===== src/rtl/isa_pkg.sv =====
// Shared ISA constants for the fetch and decode stages: opcodes, the NOP word,
// the SIIC vector and the fetch-stage state encoding.
package isa_pkg;

    localparam logic [4:0] OP_HALT = 5'b00000;
    localparam logic [4:0] OP_NOP  = 5'b00001;
    localparam logic [4:0] OP_SIIC = 5'b00010;
    localparam logic [4:0] OP_RTI  = 5'b00011;

    localparam logic [15:0] NOP_INSTR    = {OP_NOP, 11'b0};
    localparam logic [15:0] SIIC_VEC_DEF = 16'h0002;

    typedef enum logic [1:0] {
        FETCH  = 2'b00,
        HOLD   = 2'b01,
        HALTED = 2'b10
    } fetch_state_t;

endpackage


===== src/rtl/pc_next.sv =====
// Next-PC priority mux: halt > siic > rti > redirect > stall > increment.
// Purely combinational; a held PC is the default when nothing advances it.
module pc_next
    import isa_pkg::*;
#(
    parameter int                ADDR_W   = 16,
    parameter logic [ADDR_W-1:0] SIIC_VEC = ADDR_W'(SIIC_VEC_DEF)
) (
    input  logic [ADDR_W-1:0] i_pc,
    input  logic [ADDR_W-1:0] i_epc,
    input  logic [ADDR_W-1:0] i_redirect_pc,
    input  logic              i_halt,
    input  logic              i_siic,
    input  logic              i_rti,
    input  logic              i_redirect,
    input  logic              i_stall,
    input  logic              i_advance,
    output logic [ADDR_W-1:0] o_pc_nxt
);

    localparam logic [ADDR_W-1:0] PC_STEP = ADDR_W'(2);

    always_comb begin
        o_pc_nxt = i_pc;
        if (i_halt)          o_pc_nxt = i_pc;
        else if (i_siic)     o_pc_nxt = SIIC_VEC;
        else if (i_rti)      o_pc_nxt = i_epc;
        else if (i_redirect) o_pc_nxt = i_redirect_pc;
        else if (i_stall)    o_pc_nxt = i_pc;
        else if (i_advance)  o_pc_nxt = i_pc + PC_STEP;
    end

endmodule


===== src/rtl/instr_fetch.sv =====
// Fetch stage: PC, Rd/Done/Stall memory reads, 1-cycle mem_done->instr_valid, NOP fill,
// redirect/SIIC/RTI vectoring, sticky halt. IFETCH_ALIGN_CHK_EN enables odd-target err+halt.
module instr_fetch
    import isa_pkg::*;
#(
    parameter int                ADDR_W   = 16,
    parameter logic [ADDR_W-1:0] RESET_PC = '0,
    parameter logic [ADDR_W-1:0] SIIC_VEC = ADDR_W'(SIIC_VEC_DEF)
) (
    input  logic              clk,
    input  logic              rst,
    input  logic              stall_in,
    input  logic              redirect,
    input  logic [ADDR_W-1:0] redirect_pc,
    input  logic              siic,
    input  logic [ADDR_W-1:0] siic_ret_pc,
    input  logic              rti,
    input  logic              halt_in,
    output logic [ADDR_W-1:0] mem_addr,
    output logic              mem_rd,
    input  logic [15:0]       mem_data,
    input  logic              mem_done,
    input  logic              mem_stall,
    output logic [15:0]       instr,
    output logic              instr_valid,
    output logic [ADDR_W-1:0] pc_plus2,
    output logic [ADDR_W-1:0] epc,
    output logic              halt_back,
    output logic              err
);

    localparam logic [ADDR_W-1:0] PC_STEP = ADDR_W'(2);

    fetch_state_t      r_state, w_state_nxt;
    logic [ADDR_W-1:0] r_pc, r_pc_plus2, r_epc, w_pc_nxt;
    logic [15:0]       r_instr;
    logic              r_instr_valid, r_halt_back;
    logic              w_halted, w_flush, w_go_halt, w_hold, w_issue, w_accept, w_align_err;

    assign w_halted  = (r_state == HALTED);
    assign w_flush   = !w_halted && (siic || rti || redirect);
    assign w_go_halt = !w_halted && (halt_in || w_align_err);
    assign w_hold    = !halt_in && !(siic || rti || redirect) && stall_in &&
                       (((r_state == FETCH) && r_instr_valid) || (r_state == HOLD));
    // A flush or halt cycle never starts a request, so the address only moves between requests.
    assign w_issue   = (r_state == FETCH) && !halt_in && !(siic || rti || redirect) &&
                       !(stall_in && r_instr_valid);
    assign w_accept  = w_issue && mem_done && !mem_stall;

`ifdef IFETCH_ALIGN_CHK_EN
    logic r_err;
    assign w_align_err = !w_halted && !halt_in && !siic &&
                         ((rti && r_epc[0]) || (!rti && redirect && redirect_pc[0]));
    always_ff @(posedge clk) begin
        if (rst)                          r_err <= 1'b0;
        else if (w_go_halt && w_align_err) r_err <= 1'b1;
    end
    assign err = r_err;
`else
    assign w_align_err = 1'b0;
    assign err         = 1'b0;
`endif

    pc_next #(
        .ADDR_W   (ADDR_W),
        .SIIC_VEC (SIIC_VEC)
    ) u_pc_next (
        .i_pc          (r_pc),
        .i_epc         (r_epc),
        .i_redirect_pc (redirect_pc),
        .i_halt        (w_halted || w_go_halt),
        .i_siic        (siic),
        .i_rti         (rti),
        .i_redirect    (redirect),
        .i_stall       (w_hold),
        .i_advance     (w_accept),
        .o_pc_nxt      (w_pc_nxt)
    );

    always_ff @(posedge clk) begin
        if (rst) r_state <= FETCH;
        else     r_state <= w_state_nxt;
    end

    always_comb begin
        w_state_nxt = r_state;
        if (w_halted)       w_state_nxt = HALTED;
        else if (w_go_halt) w_state_nxt = HALTED;
        else if (w_flush)   w_state_nxt = FETCH;
        else begin
            case (r_state)
                FETCH:   if (stall_in && r_instr_valid) w_state_nxt = HOLD;
                HOLD:    if (!stall_in)                 w_state_nxt = FETCH;
                default: w_state_nxt = r_state;
            endcase
        end
    end

    always_ff @(posedge clk) begin
        if (rst) begin
            r_pc          <= RESET_PC;
            r_pc_plus2    <= RESET_PC + PC_STEP;
            r_epc         <= '0;
            r_instr       <= NOP_INSTR;
            r_instr_valid <= 1'b0;
            r_halt_back   <= 1'b0;
        end else if (!w_halted) begin
            r_pc <= w_pc_nxt;
            if (w_go_halt) begin
                r_instr       <= NOP_INSTR;
                r_instr_valid <= 1'b0;
                r_halt_back   <= 1'b1;
            end else if (w_flush) begin
                r_instr       <= NOP_INSTR;
                r_instr_valid <= 1'b0;
                if (siic) r_epc <= siic_ret_pc;
            end else if (!w_hold) begin
                // Leaving HOLD: decode consumed the held word in the release cycle.
                r_instr       <= w_accept ? mem_data : NOP_INSTR;
                r_instr_valid <= w_accept;
                if (w_accept) r_pc_plus2 <= r_pc + PC_STEP;
            end
        end
    end

    assign mem_addr    = r_pc;
    assign mem_rd      = w_issue && !rst;
    assign instr       = r_instr;
    assign instr_valid = r_instr_valid;
    assign pc_plus2    = r_pc_plus2;
    assign epc         = r_epc;
    assign halt_back   = r_halt_back;

endmodule


===== config.mk =====
export PLATFORM = sky130hd
export DESIGN_NAME = instr_fetch
export DESIGN_NICKNAME = d
export VERILOG_FILES = /design/src/rtl/isa_pkg.sv /design/src/rtl/pc_next.sv /design/src/rtl/instr_fetch.sv
export SDC_FILE = /design/constraint.sdc
export NUM_CORES = 1
export LEC_CHECK = 0
export ABC_AREA = 1
export ABC_CLOCK_PERIOD_IN_PS = 1950
export CORE_MARGIN = 5
export CORE_UTILIZATION = 43
export DETAILED_ROUTE_END_ITERATION = 6
export HOLD_SLACK_MARGIN = 0.12
export PLACE_DENSITY = 0.87
export SYNTH_ARGS = -nofsm -noshare
export SYNTH_HDL_FRONTEND = slang
export SYNTH_SLANG_ARGS = --single-unit

===== constraint.sdc =====
create_clock -name clk -period 1.95 [get_ports clk]
set_input_delay 0.2925 -clock clk [delete_from_list [all_inputs] [get_ports clk]]
set_output_delay 0.2925 -clock clk [all_outputs]
set_load 0.005 [all_outputs]

[Word-level counts from Yosys, hierarchy flattened]
Cells that the tools add are included.
Operators by class
  add/subtract/negate cells: 1
  bitwise logic cells: 5
  eq/ne operators: 8
  reduce and logical (&&, ||, !) cells: 35
  muxes and demuxes: 18
Operators with widths (number)
  $mux W16: 9
  $add A16 B2 Y16 const B: 1
  $logic_and A1 B1 Y1: 13
  $mux W2: 5
  $reduce_and A4 Y1: 2
  $logic_not A1 Y1: 6
  $reduce_and A3 Y1: 2
  $ne A5 B4 Y1 const B: 1
  $ne A5 B5 Y1 const B: 1
  $not A1 Y1: 5
  $reduce_and A5 Y1: 1
  $reduce_bool A5 Y1: 1
  $logic_or A1 B1 Y1: 4
  $ne A4 B4 Y1 const B: 1
  $pmux W2 S2: 1
  $reduce_and A2 Y1: 2
  $reduce_bool A4 Y1: 1
  $reduce_or A4 Y1: 1
  $mux W1: 3
  $ne A3 B3 Y1 const B: 1
  $eq A2 B1 Y1 const B: 1
  $eq A2 B2 Y1 const B: 1
  $logic_not A2 Y1: 1
  $ne A2 B1 Y1 const B: 1
  other kinds (2): 2
Storage, ports and cells
  bits of input ports: 57
  register bits: 68
  logic and storage cells: 75

[Longest topological paths before layout]
  depth after elaboration: 12
  depth in mapped cells: 11
  mapped depth without buffers: 10

[Cells and area by module]
A second synthesis with hierarchy kept.
Second synthesis, totals
  cell total of the unflattened synthesis: 606
  area, all modules: 3912.5 um^2
Modules (own cells, without submodules)
  instr_fetch: times used 1, sequential area each 1361.3 um^2, area each 2877.8 um^2, cells an instance 392
  pc_next: times used 1, sequential area each 0.0 um^2, area each 1034.7 um^2, cells an instance 214

[Worst setup path before layout]
OpenSTA, ideal clock, no wires.
  kind: register to register
  start: register r_pc[1], in the netlist mem_addr[1]
  end: register r_pc[11], in the netlist mem_addr[11]
  arrival time: 1377 ps
  setup slack: 441 ps
  clock period less this slack: 1509 ps
  cell stages (with the launch flop): 11
  cell sequence: dfxtp_1 ha_1 nand2_1 nor2_1 nand2_1 o21bai_1 nand3_1 nand2_1 nand2_1 nand2_1 a21oi_1
Between the ends
  longest elaborated chain between the ends: 6
RTL lines
  start, declared: RTL line instr_fetch.sv:35  | logic [ADDR_W-1:0] r_pc, r_pc_plus2, r_epc, w_pc_nxt;
  start signal, assigned: RTL line instr_fetch.sv:108  | r_pc <= w_pc_nxt;
  $add A16 B2 Y16: RTL line pc_next.sv:30  | else if (i_advance) o_pc_nxt = i_pc + PC_STEP;
  $mux W16: RTL line pc_next.sv:30
  $mux W16: RTL line pc_next.sv:29  | else if (i_stall) o_pc_nxt = i_pc;
  $mux W16: RTL line pc_next.sv:28  | else if (i_redirect) o_pc_nxt = i_redirect_pc;
  $mux W16: RTL line pc_next.sv:27  | else if (i_rti) o_pc_nxt = i_epc;
  $mux W16: RTL line pc_next.sv:26  | else if (i_siic) o_pc_nxt = SIIC_VEC;
Every way passes these cells. The select of a mux whose other input is x is not followed.
A chain may end at the register's enable or synchronous reset.

[Worst setup path after layout]
  start: register r_pc[2], in the netlist mem_addr[2]
  end: register r_pc[9], in the netlist mem_addr[9]
The elaborated chain is that of the path after synthesis.

==> impl_metrics.toml <==
[global_routing]
grt_pass1_wl_um = 16800
antenna_found_initial = 0
overflow = 0
grt_pass1_vias = 3480
grt_use_total_pct = 23.5
grt_max_degree = 32

[clock_tree]
clock_path_buffers = 2
cts_tree = "built"
root_buffer = "clkbuf_8"
cts_sinks = 68
h-tree-depth = 3
cts.clk_slew.worst_paths_ns = 0.08
cts_buffers = 9
clk_latency_ns = 0.34

[synthesis]
synth_xor_area_share_pct = 0.837
syn-num-nets = 508
yosys.area_share.simple_pct = 28.9
synth_warnings = 0
synth_top_family_by_area = "simple AND/OR/NAND/NOR gates"
synth_seq_cells = 68
synth.avg_cell_area_um2 = 6.98
async_flop_share_pct = 0
ys.flop_type = "dfxtp_1"
synth_compound_area_share_pct = 18.8
yosys.area.top_type = "dfxtp_1"
synth.area.mux_share_pct = 0
syn-cell-area_um2 = 3140
synth.most_common_cell = "nand2_1"
synth_adder_area_share_pct = 0.398
yosysUniqueCellTypes = 32
netlist_top_cells_area = "dfxtp_1, nand2_1, a21oi_1"
synth-edff-count = 0
syn-instance-count = 450
netlist.area_leader.share_pct = 43.3
yosys-top-cells-count = "nand2_1, dfxtp_1, a21oi_1"
ys_seq_area_share_pct = 43.3

[worst_setup_path]
worst_setup_path_end_kind = "flop"
r2r_start = "mem_addr[2]"
crit_path_max_fanout = 5
path_common_cell = "nand2_1"
worst_setup_path_start_kind = "flop"
cp.arrival_ns = 1.92
path_cells = "ha_1, nand2_1, nor2_2, nand2_1, nand2_1, nand3_1, nand2_1, o21ai_0, nand2_1, a21oi_1"
max_stage_delay_ns = 0.40
crit_path_start = "mem_addr[2]"
required_ns = 2.18
crit_slowest_cell = "dfxtp_1"
critPathKind = "reg2reg"

[floorplan]
io_pins = 125
rows = 31
core_area_um2 = 7180
initial_core_util_pct = 43.8
die_width_um = 95.5
dieArea_um2 = 9110
die_y_um = 95.5

[routing]
drtIter0Drc = 243
vias_per_cell = 5.20
wl_per_cell_um = 15.2
vias = 3570
ant_nets = 0
routed_wl_um = 10400
first_pass_iters = 5
drcViolationCount = 0

[place]
dp_hpwl_um = 7950
place_congestion = 0.894
place.port_buffers = 123

[pwr]
power.share.clock_pct = 38.1
p_int_mw = 2.29
switchingPower_mw = 0.789
p_total_mw = 3.08
seqPwrFrac_pct = 47.2
swShare_pct = 25.6
p_per_area_nw_per_um2 = 642
combPwrFrac_pct = 14.7
ir_drop_mv = 0.458
p_leak_nw = 1.78

[layout]
syn2layout_area_growth_pct = 52.8
drive_gt1_share_pct = 8.52
diodes = 0
layout.nets = 640

[hold_path]
worstHoldStart = "instr[0]"
hold_class = "reg2reg"

[status]
status = "finished, final reports clean"

[timing]
min_period_ns = 1.69
finalSetupViolCount = 0
fin_crit_sh_pct = 86.8
finalClockSkew_ns = 0.00739
rsz0062_at_grt = "no"
fmax_mhz = 591
hold_viol_final = 0
fin_hold_ws_ns = 0.465
drv_slew = 0

[run]
drv_cap = 0
power groups by stage:
| stage | sequential, mW | combinational [mW] | clock [mW] |
|---|---|---|---|
| global route | 1.46 | 0.495 | 1.27 |
| detailed placement | 1.49 | 0.451 | 0 |
| finish | 1.45 | 0.455 | 1.17 |
| floorplan | 1.48 | 0.179 | 0 |
| global placement | 1.48 | 0.441 | 0 |
| CTS | 1.45 | 0.454 | 1.18 |
routing by layer:
metal  track usage, %  vias up  routed length (µm)
li1                 -     1749                   -
met1             29.3     1627                4280
met2             39.5      178                5020
met3             6.39       16                 975
met4             7.46        0                 159
met5                0        -                   0
kinds of logic after synthesis:
logic type,count (synthesis)
buffers and inverters,55
and+or+nand+nor,212
xor gates and xnor gates,3
AOI/OAI and AO/OA,110
DFF,68
other,1
adders and majority gates,1
what timing repair did:
item | in CTS | in global routing
gates cloned | 0 | 0
setup endpoints to repair | 1 | 2
resized for setup | 4 | 1
buffers inserted | 0 | 0
hold buffers | 0 | 0
layout by cell type, fill, tap and decap left out, drive strengths merged, types with 2 or more instances in the layout:
cell	count
a21oi	53
nand2	127
dfxtp	68
o211a	2
nand3	28
o21ai	36
clkinvlp	2
o22ai	2
nand3b	2
o21bai	2
clkdlybuf4s50	121
clkinv	4
clkbuf	10
nor2	47
xor2	3
nand4	6
dlygate4sd2	2
buf	23
inv	29
a21o	2
a31oi	12
cell type report:
class | count | area [µm²]
inverter | 30 | 118
clock buffer | 10 | 138
multi-input combinational | 327 | 1540
clock inverter | 6 | 63.8
sequential | 68 | 1360
fill | 602 | 2380
timing repair buffer | 146 | 1450
tap | 99 | 124
sequential cells by signal, indices dropped and copies added, names as in the netlist:
name,flops
r_state,2
epc,16
pc_plus2,16
instr_valid,1
halt_back,1
mem_addr,16
instr,16
worst max-delay path: cells and delay by family (launching register included):
kind	cells	cell delay [ns]
DFF	1	0.40
adders and majority gates	1	0.25
and+or+nand+nor	7	0.77
AOI/OAI and AO/OA	2	0.15
stage by stage:
stage          instances  setup TNS, ns  instance area [µm²]  setup slack (ns)  utilization (%)
5_1_grt              686              0                 4800            0.0720             66.9
6_report             686              0                 4800             0.258             66.9
3_3_place_gp         670        -0.0115                 4600           -0.0115             64.1
3_5_place_dp         670       -0.00355                 4600          -0.00355             64.1
2_1_floorplan        450              0                 3140             0.441                -
4_1_cts              686              0                 4800             0.164             66.8
worst paths after layout:
kind	end	slack, ns	cells after the start
worst max register to register	mem_addr[9]	0.26	10
worst max-delay path	mem_addr[9]	0.26	10
worst min register to register	instr[0]	0.47	2
worst min-delay path	instr[0]	0.47	2
Note: power is estimated with default switching activity, not from simulation.
